===== src/rtl/systolic_feeder_pkg.sv =====
// Shared types and constants for the systolic array feeder.
// Holds the controller state encoding and the bank geometry.
package systolic_feeder_pkg;

    localparam int nRows = 3;
    localparam int nCols = 4;

    typedef enum logic [2:0] {
        IDLE,
        BN_LOAD,
        STREAM,
        DRAIN,
        DONE
    } feeder_state_t;

    // Counter width for a modulo-n count; a 1-bit counter for degenerate n.
    function automatic int cnt_width(input int n);
        return (n > 1) ? $clog2(n) : 1;
    endfunction

endpackage


===== src/rtl/systolic_feeder_if.sv =====
// Handshake and bank-side bus of the systolic feeder.
// The master side is the launching controller; the slave side is the feeder.
interface systolic_feeder_if #(
    parameter int iWidth = 8,
    parameter int nRows  = 3
);

    logic                    start;
    logic                    abort;
    logic                    bn_load;
    logic [7:0]              cfg_len;
    logic                    bn_cfg_valid;
    logic                    bn_cfg_ready;
    logic [15:0]             bn_cfg_data;
    logic                    s_valid;
    logic                    s_ready;
    logic [nRows*iWidth-1:0] s_data;
    logic                    in_en;
    logic                    active_1;
    logic                    active_2;
    logic                    active_3;
    logic [iWidth-1:0]       data_in_horz_1;
    logic [iWidth-1:0]       data_in_horz_2;
    logic [iWidth-1:0]       data_in_horz_3;
    logic [15:0]             bn_param_in;
    logic                    bn_param_in_en;
    logic                    busy;
    logic                    done;

    modport master (
        output start, abort, bn_load, cfg_len,
        output bn_cfg_valid, bn_cfg_data, s_valid, s_data,
        input  bn_cfg_ready, s_ready, in_en,
        input  active_1, active_2, active_3,
        input  data_in_horz_1, data_in_horz_2, data_in_horz_3,
        input  bn_param_in, bn_param_in_en, busy, done
    );

    modport slave (
        input  start, abort, bn_load, cfg_len,
        input  bn_cfg_valid, bn_cfg_data, s_valid, s_data,
        output bn_cfg_ready, s_ready, in_en,
        output active_1, active_2, active_3,
        output data_in_horz_1, data_in_horz_2, data_in_horz_3,
        output bn_param_in, bn_param_in_en, busy, done
    );

endinterface


===== src/rtl/systolic_feeder_skew_line.sv =====
// Fixed-depth valid/data delay line used to skew one bank row.
// Invalid beats are stored as zero data so bubbles reach the bank clean.
module skew_line
    import systolic_feeder_pkg::*;
#(
    parameter int DEPTH = 1,
    parameter int WIDTH = 8
) (
    input  logic             clk,
    input  logic             rst,
    input  logic             clr,
    input  logic             vld_in,
    input  logic [WIDTH-1:0] data_in,
    output logic             vld_out,
    output logic [WIDTH-1:0] data_out
);

    logic             vld_p  [DEPTH];
    logic [WIDTH-1:0] data_p [DEPTH];

    always_ff @(posedge clk or negedge rst) begin
        if (!rst) begin
            for (int i = 0; i < DEPTH; i++) begin
                vld_p[i]  <= 1'b0;
                data_p[i] <= '0;
            end
        end else if (clr) begin
            for (int i = 0; i < DEPTH; i++) begin
                vld_p[i]  <= 1'b0;
                data_p[i] <= '0;
            end
        end else begin
            // stage 0 captures the accepted beat, later stages shift
            vld_p[0]  <= vld_in;
            data_p[0] <= vld_in ? data_in : '0;
            for (int i = 1; i < DEPTH; i++) begin
                vld_p[i]  <= vld_p[i-1];
                data_p[i] <= data_p[i-1];
            end
        end
    end

    assign vld_out  = vld_p[DEPTH-1];
    assign data_out = data_p[DEPTH-1];

endmodule


===== src/rtl/systolic_feeder.sv =====
// Feeds skewed row data and BN parameter words into a 3-row systolic bank.
// Controller: optional BN load, counted stream, fixed drain, one-cycle done.
module systolic_feeder
    import systolic_feeder_pkg::*;
#(
    parameter int iWidth    = 8,
    parameter int nRows     = 3,
    parameter int nCols     = 4,
    parameter int DRAIN_CYC = 6
) (
    input logic              clk,
    input logic              rst,
    systolic_feeder_if.slave bus
);

    localparam int BN_CNT_W  = cnt_width(nCols);
    localparam int DRAIN_LEN = 2 + DRAIN_CYC;
    localparam int DR_W      = cnt_width(DRAIN_LEN);

    feeder_state_t       state;
    logic [7:0]          len_q;
    logic [7:0]          beat_cnt;
    logic [BN_CNT_W-1:0] bn_cnt;
    logic [DR_W-1:0]     drain_cnt;
    logic                s_ready_q;
    logic                bn_ready_q;
    logic                busy_q;
    logic                done_q;
    logic [15:0]         bn_word_q;
    logic                bn_en_q;

    logic s_acc;
    logic bn_acc;

    // abort wins over both handshakes, so a beat offered with abort is dropped
    assign s_acc  = bus.s_valid && s_ready_q && !bus.abort;
    assign bn_acc = bus.bn_cfg_valid && bn_ready_q && !bus.abort;

    always_ff @(posedge clk or negedge rst) begin
        if (!rst) begin
            state      <= IDLE;
            len_q      <= '0;
            beat_cnt   <= '0;
            bn_cnt     <= '0;
            drain_cnt  <= '0;
            s_ready_q  <= 1'b0;
            bn_ready_q <= 1'b0;
            busy_q     <= 1'b0;
            done_q     <= 1'b0;
            bn_word_q  <= '0;
            bn_en_q    <= 1'b0;
        end else begin
            done_q  <= 1'b0;
            bn_en_q <= 1'b0;
            if (bus.abort) begin
                state      <= IDLE;
                beat_cnt   <= '0;
                bn_cnt     <= '0;
                drain_cnt  <= '0;
                s_ready_q  <= 1'b0;
                bn_ready_q <= 1'b0;
                busy_q     <= 1'b0;
                bn_word_q  <= '0;
            end else begin
                case (state)
                    IDLE: begin
                        if (bus.start) begin
                            len_q    <= bus.cfg_len;
                            beat_cnt <= '0;
                            bn_cnt   <= '0;
                            busy_q   <= 1'b1;
                            if (bus.bn_load) begin
                                state      <= BN_LOAD;
                                bn_ready_q <= 1'b1;
                            end else if (bus.cfg_len != 8'd0) begin
                                state     <= STREAM;
                                s_ready_q <= 1'b1;
                            end else begin
                                state  <= DONE;
                                done_q <= 1'b1;
                            end
                        end
                    end
                    BN_LOAD: begin
                        if (bn_acc) begin
                            bn_word_q <= bus.bn_cfg_data;
                            bn_en_q   <= 1'b1;
                            if (bn_cnt == BN_CNT_W'(nCols - 1)) begin
                                bn_cnt     <= '0;
                                bn_ready_q <= 1'b0;
                                if (len_q != 8'd0) begin
                                    state     <= STREAM;
                                    s_ready_q <= 1'b1;
                                end else begin
                                    state  <= DONE;
                                    done_q <= 1'b1;
                                end
                            end else begin
                                bn_cnt <= bn_cnt + 1'b1;
                            end
                        end
                    end
                    STREAM: begin
                        if (s_acc) begin
                            if (beat_cnt == len_q - 8'd1) begin
                                state     <= DRAIN;
                                s_ready_q <= 1'b0;
                                beat_cnt  <= '0;
                                drain_cnt <= '0;
                            end else begin
                                beat_cnt <= beat_cnt + 8'd1;
                            end
                        end
                    end
                    DRAIN: begin
                        if (drain_cnt == DR_W'(DRAIN_LEN - 1)) begin
                            state     <= DONE;
                            done_q    <= 1'b1;
                            drain_cnt <= '0;
                        end else begin
                            drain_cnt <= drain_cnt + 1'b1;
                        end
                    end
                    DONE: begin
                        state  <= IDLE;
                        busy_q <= 1'b0;
                    end
                    default: begin
                        state <= IDLE;
                    end
                endcase
            end
        end
    end

    logic             row_vld  [nRows];
    logic [iWidth-1:0] row_data [nRows];

    // row r is delayed r+1 cycles after acceptance
    for (genvar r = 0; r < nRows; r++) begin : g_row
        skew_line #(
            .DEPTH(r + 1),
            .WIDTH(iWidth)
        ) u_skew (
            .clk     (clk),
            .rst     (rst),
            .clr     (bus.abort),
            .vld_in  (s_acc),
            .data_in (bus.s_data[r*iWidth +: iWidth]),
            .vld_out (row_vld[r]),
            .data_out(row_data[r])
        );
    end

    assign bus.in_en          = row_vld[0];
    assign bus.active_1       = row_vld[0];
    assign bus.active_2       = row_vld[1];
    assign bus.active_3       = row_vld[2];
    assign bus.data_in_horz_1 = row_data[0];
    assign bus.data_in_horz_2 = row_data[1];
    assign bus.data_in_horz_3 = row_data[2];
    assign bus.s_ready        = s_ready_q;
    assign bus.bn_cfg_ready   = bn_ready_q;
    assign bus.busy           = busy_q;
    assign bus.done           = done_q;
    assign bus.bn_param_in    = bn_word_q;
    assign bus.bn_param_in_en = bn_en_q;

endmodule

===== src/flat_wrapper.sv =====
// flat-port wrapper written by rule: the top's interface ports become plain ports
module systolic_feeder_flat import systolic_feeder_pkg::*;
#(
    parameter int iWidth    = 8,
    parameter int nRows     = 3,
    parameter int nCols     = 4,
    parameter int DRAIN_CYC = 6
)
  (clk, rst, bus_start, bus_abort, bus_bn_load, bus_cfg_len, bus_bn_cfg_valid, bus_bn_cfg_data, bus_s_valid, bus_s_data, bus_bn_cfg_ready, bus_s_ready, bus_in_en, bus_active_1, bus_active_2, bus_active_3, bus_data_in_horz_1, bus_data_in_horz_2, bus_data_in_horz_3, bus_bn_param_in, bus_bn_param_in_en, bus_busy, bus_done);
  systolic_feeder_if #(.iWidth(iWidth), .nRows(nRows)) bus_i ();
  input logic clk;
  input logic rst;
  input wire logic [$bits(bus_i.start)-1:0] bus_start;
  input wire logic [$bits(bus_i.abort)-1:0] bus_abort;
  input wire logic [$bits(bus_i.bn_load)-1:0] bus_bn_load;
  input wire logic [$bits(bus_i.cfg_len)-1:0] bus_cfg_len;
  input wire logic [$bits(bus_i.bn_cfg_valid)-1:0] bus_bn_cfg_valid;
  input wire logic [$bits(bus_i.bn_cfg_data)-1:0] bus_bn_cfg_data;
  input wire logic [$bits(bus_i.s_valid)-1:0] bus_s_valid;
  input wire logic [$bits(bus_i.s_data)-1:0] bus_s_data;
  output wire logic [$bits(bus_i.bn_cfg_ready)-1:0] bus_bn_cfg_ready;
  output wire logic [$bits(bus_i.s_ready)-1:0] bus_s_ready;
  output wire logic [$bits(bus_i.in_en)-1:0] bus_in_en;
  output wire logic [$bits(bus_i.active_1)-1:0] bus_active_1;
  output wire logic [$bits(bus_i.active_2)-1:0] bus_active_2;
  output wire logic [$bits(bus_i.active_3)-1:0] bus_active_3;
  output wire logic [$bits(bus_i.data_in_horz_1)-1:0] bus_data_in_horz_1;
  output wire logic [$bits(bus_i.data_in_horz_2)-1:0] bus_data_in_horz_2;
  output wire logic [$bits(bus_i.data_in_horz_3)-1:0] bus_data_in_horz_3;
  output wire logic [$bits(bus_i.bn_param_in)-1:0] bus_bn_param_in;
  output wire logic [$bits(bus_i.bn_param_in_en)-1:0] bus_bn_param_in_en;
  output wire logic [$bits(bus_i.busy)-1:0] bus_busy;
  output wire logic [$bits(bus_i.done)-1:0] bus_done;
  assign bus_i.start = bus_start;
  assign bus_i.abort = bus_abort;
  assign bus_i.bn_load = bus_bn_load;
  assign bus_i.cfg_len = bus_cfg_len;
  assign bus_i.bn_cfg_valid = bus_bn_cfg_valid;
  assign bus_i.bn_cfg_data = bus_bn_cfg_data;
  assign bus_i.s_valid = bus_s_valid;
  assign bus_i.s_data = bus_s_data;
  assign bus_bn_cfg_ready = bus_i.bn_cfg_ready;
  assign bus_s_ready = bus_i.s_ready;
  assign bus_in_en = bus_i.in_en;
  assign bus_active_1 = bus_i.active_1;
  assign bus_active_2 = bus_i.active_2;
  assign bus_active_3 = bus_i.active_3;
  assign bus_data_in_horz_1 = bus_i.data_in_horz_1;
  assign bus_data_in_horz_2 = bus_i.data_in_horz_2;
  assign bus_data_in_horz_3 = bus_i.data_in_horz_3;
  assign bus_bn_param_in = bus_i.bn_param_in;
  assign bus_bn_param_in_en = bus_i.bn_param_in_en;
  assign bus_busy = bus_i.busy;
  assign bus_done = bus_i.done;
  systolic_feeder #(.iWidth(iWidth), .nRows(nRows), .nCols(nCols), .DRAIN_CYC(DRAIN_CYC)) u_core (.clk(clk), .rst(rst), .bus(bus_i));
endmodule

===== config.mk =====
export PLATFORM = sky130hd
export DESIGN_NAME = systolic_feeder_flat
export DESIGN_NICKNAME = d
export VERILOG_FILES = /design/src/rtl/systolic_feeder_pkg.sv /design/src/rtl/systolic_feeder_if.sv /design/src/rtl/systolic_feeder_skew_line.sv /design/src/rtl/systolic_feeder.sv /design/src/flat_wrapper.sv
export SDC_FILE = /design/constraint.sdc
export NUM_CORES = 1
export LEC_CHECK = 0
export ABC_CLOCK_PERIOD_IN_PS = 2900
export CAP_MARGIN = 5
export CORE_ASPECT_RATIO = 0.9
export CORE_MARGIN = 2
export CORE_UTILIZATION = 49
export CTS_CLUSTER_DIAMETER = 40
export DETAILED_ROUTE_END_ITERATION = 8
export GPL_TIMING_DRIVEN = 0
export PLACE_DENSITY_LB_ADDON = 0.3
export SYNTH_ARGS = -nofsm -noshare
export SYNTH_HDL_FRONTEND = slang
export SYNTH_HIERARCHICAL = 1
export SYNTH_SLANG_ARGS = --single-unit

===== constraint.sdc =====
create_clock -name clk -period 2.9 [get_ports clk]
set_input_delay 0.58 -clock clk [delete_from_list [all_inputs] [get_ports clk]]
set_output_delay 0.58 -clock clk [all_outputs]
set_load 0.1 [all_outputs]

==> metrics.md, run 1 <==
| Metric | Value |
|---|---|
| Status | `completed` |
| Gpl congestion | `0.862` |
| Worst hold-check path type | `in -> async` |
| Power Density | `656 nW/µm²` |
| Worst-Skew Late Latency | `370 ps` |
| Stages on the worst setup path | `7` |
| Fmax achieved | `374 MHz` |
| TritonCTS Buffers | `9` |
| PnR worst setup slack | `225 ps` |
| Largest net degree at the start of global routing | `62` |
| Setup TNS | `0 ps` |
| First-pass GRT wire length | `14400 µm` |
| Max cap viols | `0` |
| 1st-pass router iterations | `4` |
| Top Layer Used | `met4` |
| Met3 wire len | `725 µm` |
| Post-Place Setup Slack | `-819 ps` |
| Post-Syn Area per Cell | `11.6 µm²` |
| Yosys cell types | `46` |
| Initial Utilization | `50.2%` |
| Share of cells above drive strength 1 | `13.3%` |
| EDFF count, synth | `0` |
| Critical path's slowest cell | `or4_4` |
| RR Endpoint | `u_core/state[1]$_DFFE_PN0P_` |
| Worst r2r src | `u_core/len_q[0]$_DFFE_PN0P_` |
| DRT Wirelength | `8790 µm` |
| Reg2Reg Depth | `7` |
| Final hold vios | `0` |
| Top cells by area, synth | `dfrtp_1 (58%), and3b_1 (4.3%), nor2b_1 (4.1%)` |
| Port bufs | `103` |
| H-tree lvl count | `3` |
| CP max stage delay | `580 ps` |
| I/O pin total | `104` |
| Worst Path Max Fanout | `10` |
| Top-count cell post-synth | `dfrtp_1` |
| Die height | `92.6 µm` |
| DR WL/cell | `14.5 µm` |
| Slew margin rel. | `31.9%` |
| Wl on met1 | `3590 µm` |
| CP Data Required Time | `3160 ps` |
| Fin. max-slew vios | `0` |
| Syn Inst Count | `368` |
| Layout net count | `543` |
| Seq/Total Area, Yosys | `57.9%` |
| Delay-heaviest family, CP | `simple AND/OR/NAND/NOR gates` |
| RSZ-0062 raised after global routing | `false` |
| Via density | `5.20` |
| Root buf cell | `clkbuf_8` |
| Top cells by count, synth | `dfrtp_1 (99), nor2b_1 (28), nand2_1 (26)` |
| Post-Syn Area | `4280 µm²` |
| Setup violations, final | `0` |
| FFs w/ async S/R, synth | `100%` |
| Post-synthesis register bit count | `99` |
| Number of DRC markers in iteration 0 | `94` |
| Residual DRC count | `0` |
| Die width | `102 µm` |
| Global route overflow | `0` |
| Worst reg-to-reg setup slack | `230 ps` |
| CP Capture Type | `register` |
| Clock skew | `12.1 ps` |
| DPL Wire Length | `6240 µm` |
| CP arrival | `2930 ps` |
| Area fraction of the dominant cell type after synthesis | `57.9%` |
| CP bufs+invs | `0` |
| GRT Overall Usage | `19.5%` |
| Crit-path cells | `or4_4, or3_1, and3_4, o31ai_4, a31oi_4, nor3b_2, mux2_1` |
| Layout area overhead | `32.9%` |
| Tmin final | `2670 ps` |
| CTS tree | `built` |
| Via count | `3159` |
| Crit share post-route | `92.2%` |
| Worst slew pin tran | `1020 ps` |
| Die ar. | `9490 µm²` |
| Worst-path clk slew | `100 ps` |
| YS warnings | `6` |
| # clock sinks | `99` |
| Cell taking the most area after synthesis | `dfrtp_1` |
| Syn Nets | `428` |
| Initial antenna violation count | `0` |
| Core Rows | `32` |
| CP startpoint kind | `register` |
| Primary FF master, synth | `dfrtp_1` |
| # hold bufs at CTS | `0` |
| Area of the core | `8530 µm²` |
| Pleak | `2.63 nW` |
| Clk buf depth | `2` |
| VDD IR max | `0.306 mV` |
| WS Path Type | `reg -> reg` |
| DRT antenna net count | `0` |
| Vias in the first global route | `3021` |
| Routed length on met2 | `4340 µm` |
| Ant diodes | `0` |
## cell families (layout without fill, tap and decap cells)
family	after synthesis	count (layout)	share of synthesized area [%]
compound gates	60	60	10.3
xor+xnor	9	9	1.84
fa+ha+maj	5	5	1.46
buf+inv	40	160	5.41
flops	99	99	57.9
mux	11	11	2.84
simple gates	144	144	20.3
## metrics by stage
step / util [%] / instances / hold slack (ps) / instance area [µm²] / power, mW
3_5_place_dp: 64.3 / 591 / 445 / 5480 / 2.89
3_3_place_gp: 64.0 / 590 / 442 / 5460 / 2.85
2_1_floorplan: - / 368 / 284 / 4280 / 2.54
4_1_cts: 66.6 / 607 / 188 / 5680 / 3.75
6_report: 66.7 / 607 / 173 / 5690 / 3.73
5_1_grt: 66.7 / 607 / 216 / 5690 / 3.94
## final cells by class
class | instances | area, µm²
plain buffers | 32 | 201
clock buffers | 9 | 124
clock inverters | 7 | 70.1
fillers | 652 | 2840
inverters | 8 | 30.0
multi-input cells | 229 | 1580
flip-flops and latches | 99 | 2480
well taps | 119 | 149
repair buffers | 104 | 1050
## worst max path at each step
stage                                 from                                   endpoint  slack, ps
3_5_place_dp                     bus_abort  u_core/g_row[1].u_skew/vld_p[1]$_DFF_PN0_       -820
4_1_cts        u_core/len_q[0]$_DFFE_PN0P_                u_core/state[1]$_DFFE_PN0P_        170
2_1_floorplan  u_core/len_q[0]$_DFFE_PN0P_                u_core/state[1]$_DFFE_PN0P_        390
3_3_place_gp                           rst  u_core/g_row[1].u_skew/vld_p[1]$_DFF_PN0_      -2310
5_1_grt                          bus_abort                u_core/state[2]$_DFFE_PN0P_         40
6_report       u_core/len_q[0]$_DFFE_PN0P_                u_core/state[1]$_DFFE_PN0P_        230
## report_power, final
part	switching, mW	internal, mW	total [mW]	leakage (nW)
logic	0.774	0.457	1.23	1.18
registers	0.127	1.52	1.65	1.35
clock network	0.518	0.337	0.855	0.101
total	1.42	2.31	3.73	2.63
## metal layers
layer	vias up	GRT usage [%]
met2	117	32.1
met1	1529	24.8
met3	12	4.83
li1	1501	-
met5	-	0
met4	0	7.33
## registers in the layout, indices dropped and copies added, names as in the netlist, 2 cells and up
name / cells
u_core/g_row.u_skew/vld_p: 3
u_core/drain_cnt: 3
u_core/state: 3
u_core/len_q: 8
u_core/bus.bn_param_in: 16
u_core/g_row.u_skew/vld_out: 3
u_core/bn_cnt: 2
u_core/g_row.u_skew/data_out: 24
u_core/beat_cnt: 8
u_core/g_row.u_skew/data_p: 24
## worst reg2reg max path: cells and delay by family, from the launching register on
family           cells  cell delay (ps)
AND/OR/NAND/NOR      4             1320
AO/OA/AOI/OAI        2              460
flip-flops           1              440
multiplexers         1              330
## layout by cell type, fill, tap and decap left out, drive strengths merged, types with 5 or more instances in the layout
cell type      Yosys  final
a22o              18     18
nor3               9      9
inv                8     12
a21oi              6      6
nor2              17     17
mux2               9      9
and3b             24     24
nor2b             34     34
ha                 5      5
buf               21     23
dfrtp             99     99
clkdlybuf4s50      0    101
clkbuf            11     20
o21ai             20     20
nand3             12     12
nand2             26     26
xnor2              6      6
## repair_timing
item                                    CTS  global route
resized for setup                         2             2
endpoints found under the setup margin   41             2
buffers inserted                          0             0
pin swaps                                 0             0
No activity file was read; power rests on OpenSTA's default activity.
==> inputs of run 2 (changes only) <==
--- a/config.mk
+++ b/config.mk
@@ -5,15 +5,17 @@
 export SDC_FILE = /design/constraint.sdc
 export NUM_CORES = 1
 export LEC_CHECK = 0
+export ABC_AREA = 1
 export ABC_CLOCK_PERIOD_IN_PS = 2900
 export CAP_MARGIN = 5
 export CORE_ASPECT_RATIO = 0.9
 export CORE_MARGIN = 2
-export CORE_UTILIZATION = 49
+export CORE_UTILIZATION = 50
 export CTS_CLUSTER_DIAMETER = 40
 export DETAILED_ROUTE_END_ITERATION = 8
 export GPL_TIMING_DRIVEN = 0
 export PLACE_DENSITY_LB_ADDON = 0.3
+export SKIP_CTS_REPAIR_TIMING = 1
 export SYNTH_ARGS = -nofsm -noshare
 export SYNTH_HDL_FRONTEND = slang
 export SYNTH_HIERARCHICAL = 1
==> run 2 against run 1 <==
  * Global-route usage rose by 0.55 points
  * Synthesized cell count rose by 42%
  * Area after synthesis rose by 5.4%
  * Flip-flop and latch count did not move
  * Setup slack improved by 130 ps
  * Final cell count rose by 25%
  * Wire length rose by 4.3%
  * Sequential share of layout area fell by 1.6 points
  * First-iteration DRC count rose by 21%
  * Non-clock buffer count rose by 2
  * Fmax rose by 5.0%
  * Count of clock-buffer cells in the layout did not move
  * Critical path type is now reg -> out
==> metrics.md, run 2 <==
| Metric | Value |
|---|---|
| Core Rows | `32 (unchanged)` |
| Most frequent cells in the layout | `nand2_1 (132), clkdlybuf4s50_1 (102), dfrtp_1 (99)` |
| Cell taking the most area after synthesis | `dfrtp_1` |
| Placed cells | `745 (+26%)` |
| Post-Syn Area per Cell | `8.64 µm² (-26%)` |
| Yosys cell types | `32 (-30%)` |
| Hold slack | `106 ps (-67.0 ps)` |
| Seq/Total Area, Yosys | `55.0% (-3.0 points)` |
| Setup TNS | `0 ps (unchanged)` |
| Top-count cell post-synth | `nand2_1` |
| Status | `completed` |
| Syn Inst Count | `522 (+42%)` |
| Largest net degree at the start of global routing | `74 (+19%)` |
| CP max stage delay | `1150 ps (+570 ps)` |
| Crit share post-route | `87.8% (-4.4 points)` |
| VDD IR max | `0.294 mV (-3.9%)` |
| PnR worst setup slack | `353 ps (+128 ps)` |
| Total power | `3.88 mW (+3.9%)` |
| Area of the multi-input gates | `1490 µm² (-5.7%)` |
| Power Density | `657 nW/µm² (+0.14%)` |
| TritonCTS Buffers | `9 (unchanged)` |
| Tmin final | `2550 ps (-128 ps)` |
| Vias in the first global route | `3579 (+18%)` |
| Storage cell area | `2480 µm² (unchanged)` |
| H-tree lvl count | `3 (unchanged)` |
| YS warnings | `6 (unchanged)` |
| Reg power frac | `42.2% (-1.9 points)` |
| Worst slew pin tran | `1020 ps (+6.42 ps)` |
| Die height | `94.1 µm (+1.6%)` |
| Layout area overhead | `30.9%` |
| EDFF count, synth | `0 (unchanged)` |
| CP Data Required Time | `2320 ps (-840 ps)` |
| Initial antenna violation count | `0 (unchanged)` |
| Via density | `4.70 (-9.6%)` |
| GRT Overall Usage | `20.0% (+0.55 points)` |
| Primary FF master, synth | `dfrtp_1` |
| Layout net count | `697 (+28%)` |
| Fin. max-slew vios | `0 (unchanged)` |
| FILL cells | `710 (+8.9%)` |
| CP startpoint kind | `register` |
| Clock skew | `11.4 ps (-0.643 ps)` |
| Root buf cell | `clkbuf_8` |
| Commonest non-fill, non-tap cell in the layout | `nand2_1` |
| CP Capture Type | `primary output` |
| Switching Share | `40.3% (+2.3 points)` |
| Clock power share | `22.0% (-0.9 points)` |
| DR WL/cell | `12.0 µm (-17%)` |
| First-pass GRT wire length | `15600 µm (+8.4%)` |
| Residual DRC count | `0 (unchanged)` |
| Setup violations, final | `0 (unchanged)` |
| Crit-path cells | `buf_4, clkdlybuf4s50_1` |
| Post-synthesis register bit count | `99 (unchanged)` |
| CTS tree | `built` |
| Max cap viols | `0 (unchanged)` |
| Non-filler cells, final | `761 (+25%)` |
| WS Path Type | `reg -> out` |
| Worst-path clk slew | `110 ps (about the same)` |
| Final hold vios | `0 (unchanged)` |
| Slew margin rel. | `31.5% (-0.43 points)` |
| I/O pin total | `104 (unchanged)` |
| Post-Place Setup Slack | `419 ps (+1240 ps)` |
| DPL Wire Length | `6820 µm (+9.3%)` |
| Global route overflow | `0 (unchanged)` |
| Gpl congestion | `0.822 (-4.7%)` |
| FFs w/ async S/R, synth | `100% (unchanged)` |
| Critical path's slowest cell | `clkdlybuf4s50_1` |
| Area fraction of the dominant cell type after synthesis | `55.0% (-3.0 points)` |
| Ant diodes | `0 (unchanged)` |
| 1st-pass router iterations | `4 (unchanged)` |
| Worst Path Max Fanout | `1 (-9)` |
| Pleak | `2.95 nW (+12%)` |
| Worst hold-check path type | `in -> async` |
| # clock sinks | `99 (unchanged)` |
| Syn Nets | `582 (+36%)` |
| Die ar. | `9790 µm² (+3.1%)` |
| Initial Utilization | `52.1% (+2.0 points)` |
| DRT antenna net count | `0 (unchanged)` |
| CP arrival | `1970 ps (-960 ps)` |
| Worst-Skew Late Latency | `370 ps (about the same)` |
| Share of cells above drive strength 1 | `13.2% (-0.080 points)` |
| Comb power frac | `35.8% (+2.8 points)` |
| CP bufs+invs | `2 (+2)` |
| Top cells by count, synth | `nand2_1 (132), dfrtp_1 (99), nor2_1 (72)` |
| Post-Syn Area | `4510 µm² (+5.4%)` |
| Area of the core | `8650 µm² (+1.4%)` |
| RSZ-0062 raised after global routing | `false` |
| Top cells by area, synth | `dfrtp_1 (55%), nand2_1 (11%), nor2_1 (6.0%)` |
| Die width | `104 µm (+1.6%)` |
| Port bufs | `103 (unchanged)` |
| Net Sw Power | `1.56 mW (+10%)` |
| Clk buf depth | `2 (unchanged)` |
| Delay-heaviest family, CP | `buffers and inverters` |
| Fmax achieved | `393 MHz (+5.0%)` |
| DRT Wirelength | `9170 µm (+4.3%)` |
| Via count | `3580 (+13%)` |
| Number of DRC markers in iteration 0 | `114 (+21%)` |
| Cell-internal power | `2.32 mW (+0.11%)` |
==> run 2: final timing paths <==
check                      slack, ps                                    startpoint  cells past startpoint                                      endpoint
max                              350  u_core/g_row[1].u_skew/data_out[2]$_DFF_PN0_                      2                         bus_data_in_horz_2[2]
min                              110                                           rst                      1                   u_core/len_q[6]$_DFFE_PN0P_
max reg2reg                      990                   u_core/len_q[0]$_DFFE_PN0P_                     14                u_core/bus.s_ready$_DFFE_PN0P_
min reg2reg                      460   u_core/g_row[2].u_skew/data_p[14]$_DFF_PN0_                      2  u_core/g_row[2].u_skew/data_out[6]$_DFF_PN0_
max in group asynchronous       2130                                           rst                      2               u_core/drain_cnt[1]$_DFFE_PN0P_
min in group clk                 460   u_core/g_row[2].u_skew/data_p[14]$_DFF_PN0_                      2  u_core/g_row[2].u_skew/data_out[6]$_DFF_PN0_
==> run 2: final cells by class <==
class,count,area share (%)
Inverter,75,4.77
Buffer,34,4.39
Clock inverter,7,1.10
Sequential cell,99,42.0
Tap cell,119,2.52
Multi-Input combinational cell,314,25.2
Clock buffer,9,2.10
Timing Repair Buffer,104,17.9
==> run 2: stage by stage <==
stage / util (%) / instance area [µm²]
after global placement: 65.8 / 5690
after floorplan: - / 4510
after detailed placement: 66.1 / 5710
final: 68.2 / 5900
after CTS: 68.2 / 5900
after global routing: 68.2 / 5900
==> run 2: power groups by stage <==
stage	Combinational (mW)	Sequential (mW)	Clock [mW]
after floorplan	0.785	1.89	0
after global placement	1.34	1.66	0
after detailed placement	1.39	1.66	0
after CTS	1.39	1.64	0.893
after global routing	1.53	1.66	0.941
final	1.39	1.64	0.852
==> run 2: kinds of logic after synthesis <==
| family | share of synthesized area [%] |
|---|---|
| flops | 55.0 |
| compound gates | 3.16 |
| simple gates | 27.1 |
| xor+xnor | 1.36 |
| fa+ha+maj | 1.39 |
| buf+inv | 12.0 |
==> run 2: per-layer routing <==
metal / up-vias / wire (µm) / global-route usage (%)
li1: 1805 / - / -
met3: 16 / 648 / 5.89
met4: 0 / 174 / 8.33
met5: - / 0 / 0
met1: 1665 / 3830 / 23.3
met2: 94 / 4520 / 35.0
==> run 2: worst reg2reg max path: cells and delay by family (launching register included) <==
family,cells,cell delay [ps]
simple gates,10,880
flops,1,400
fa+ha+maj,1,310
buf+inv,3,280
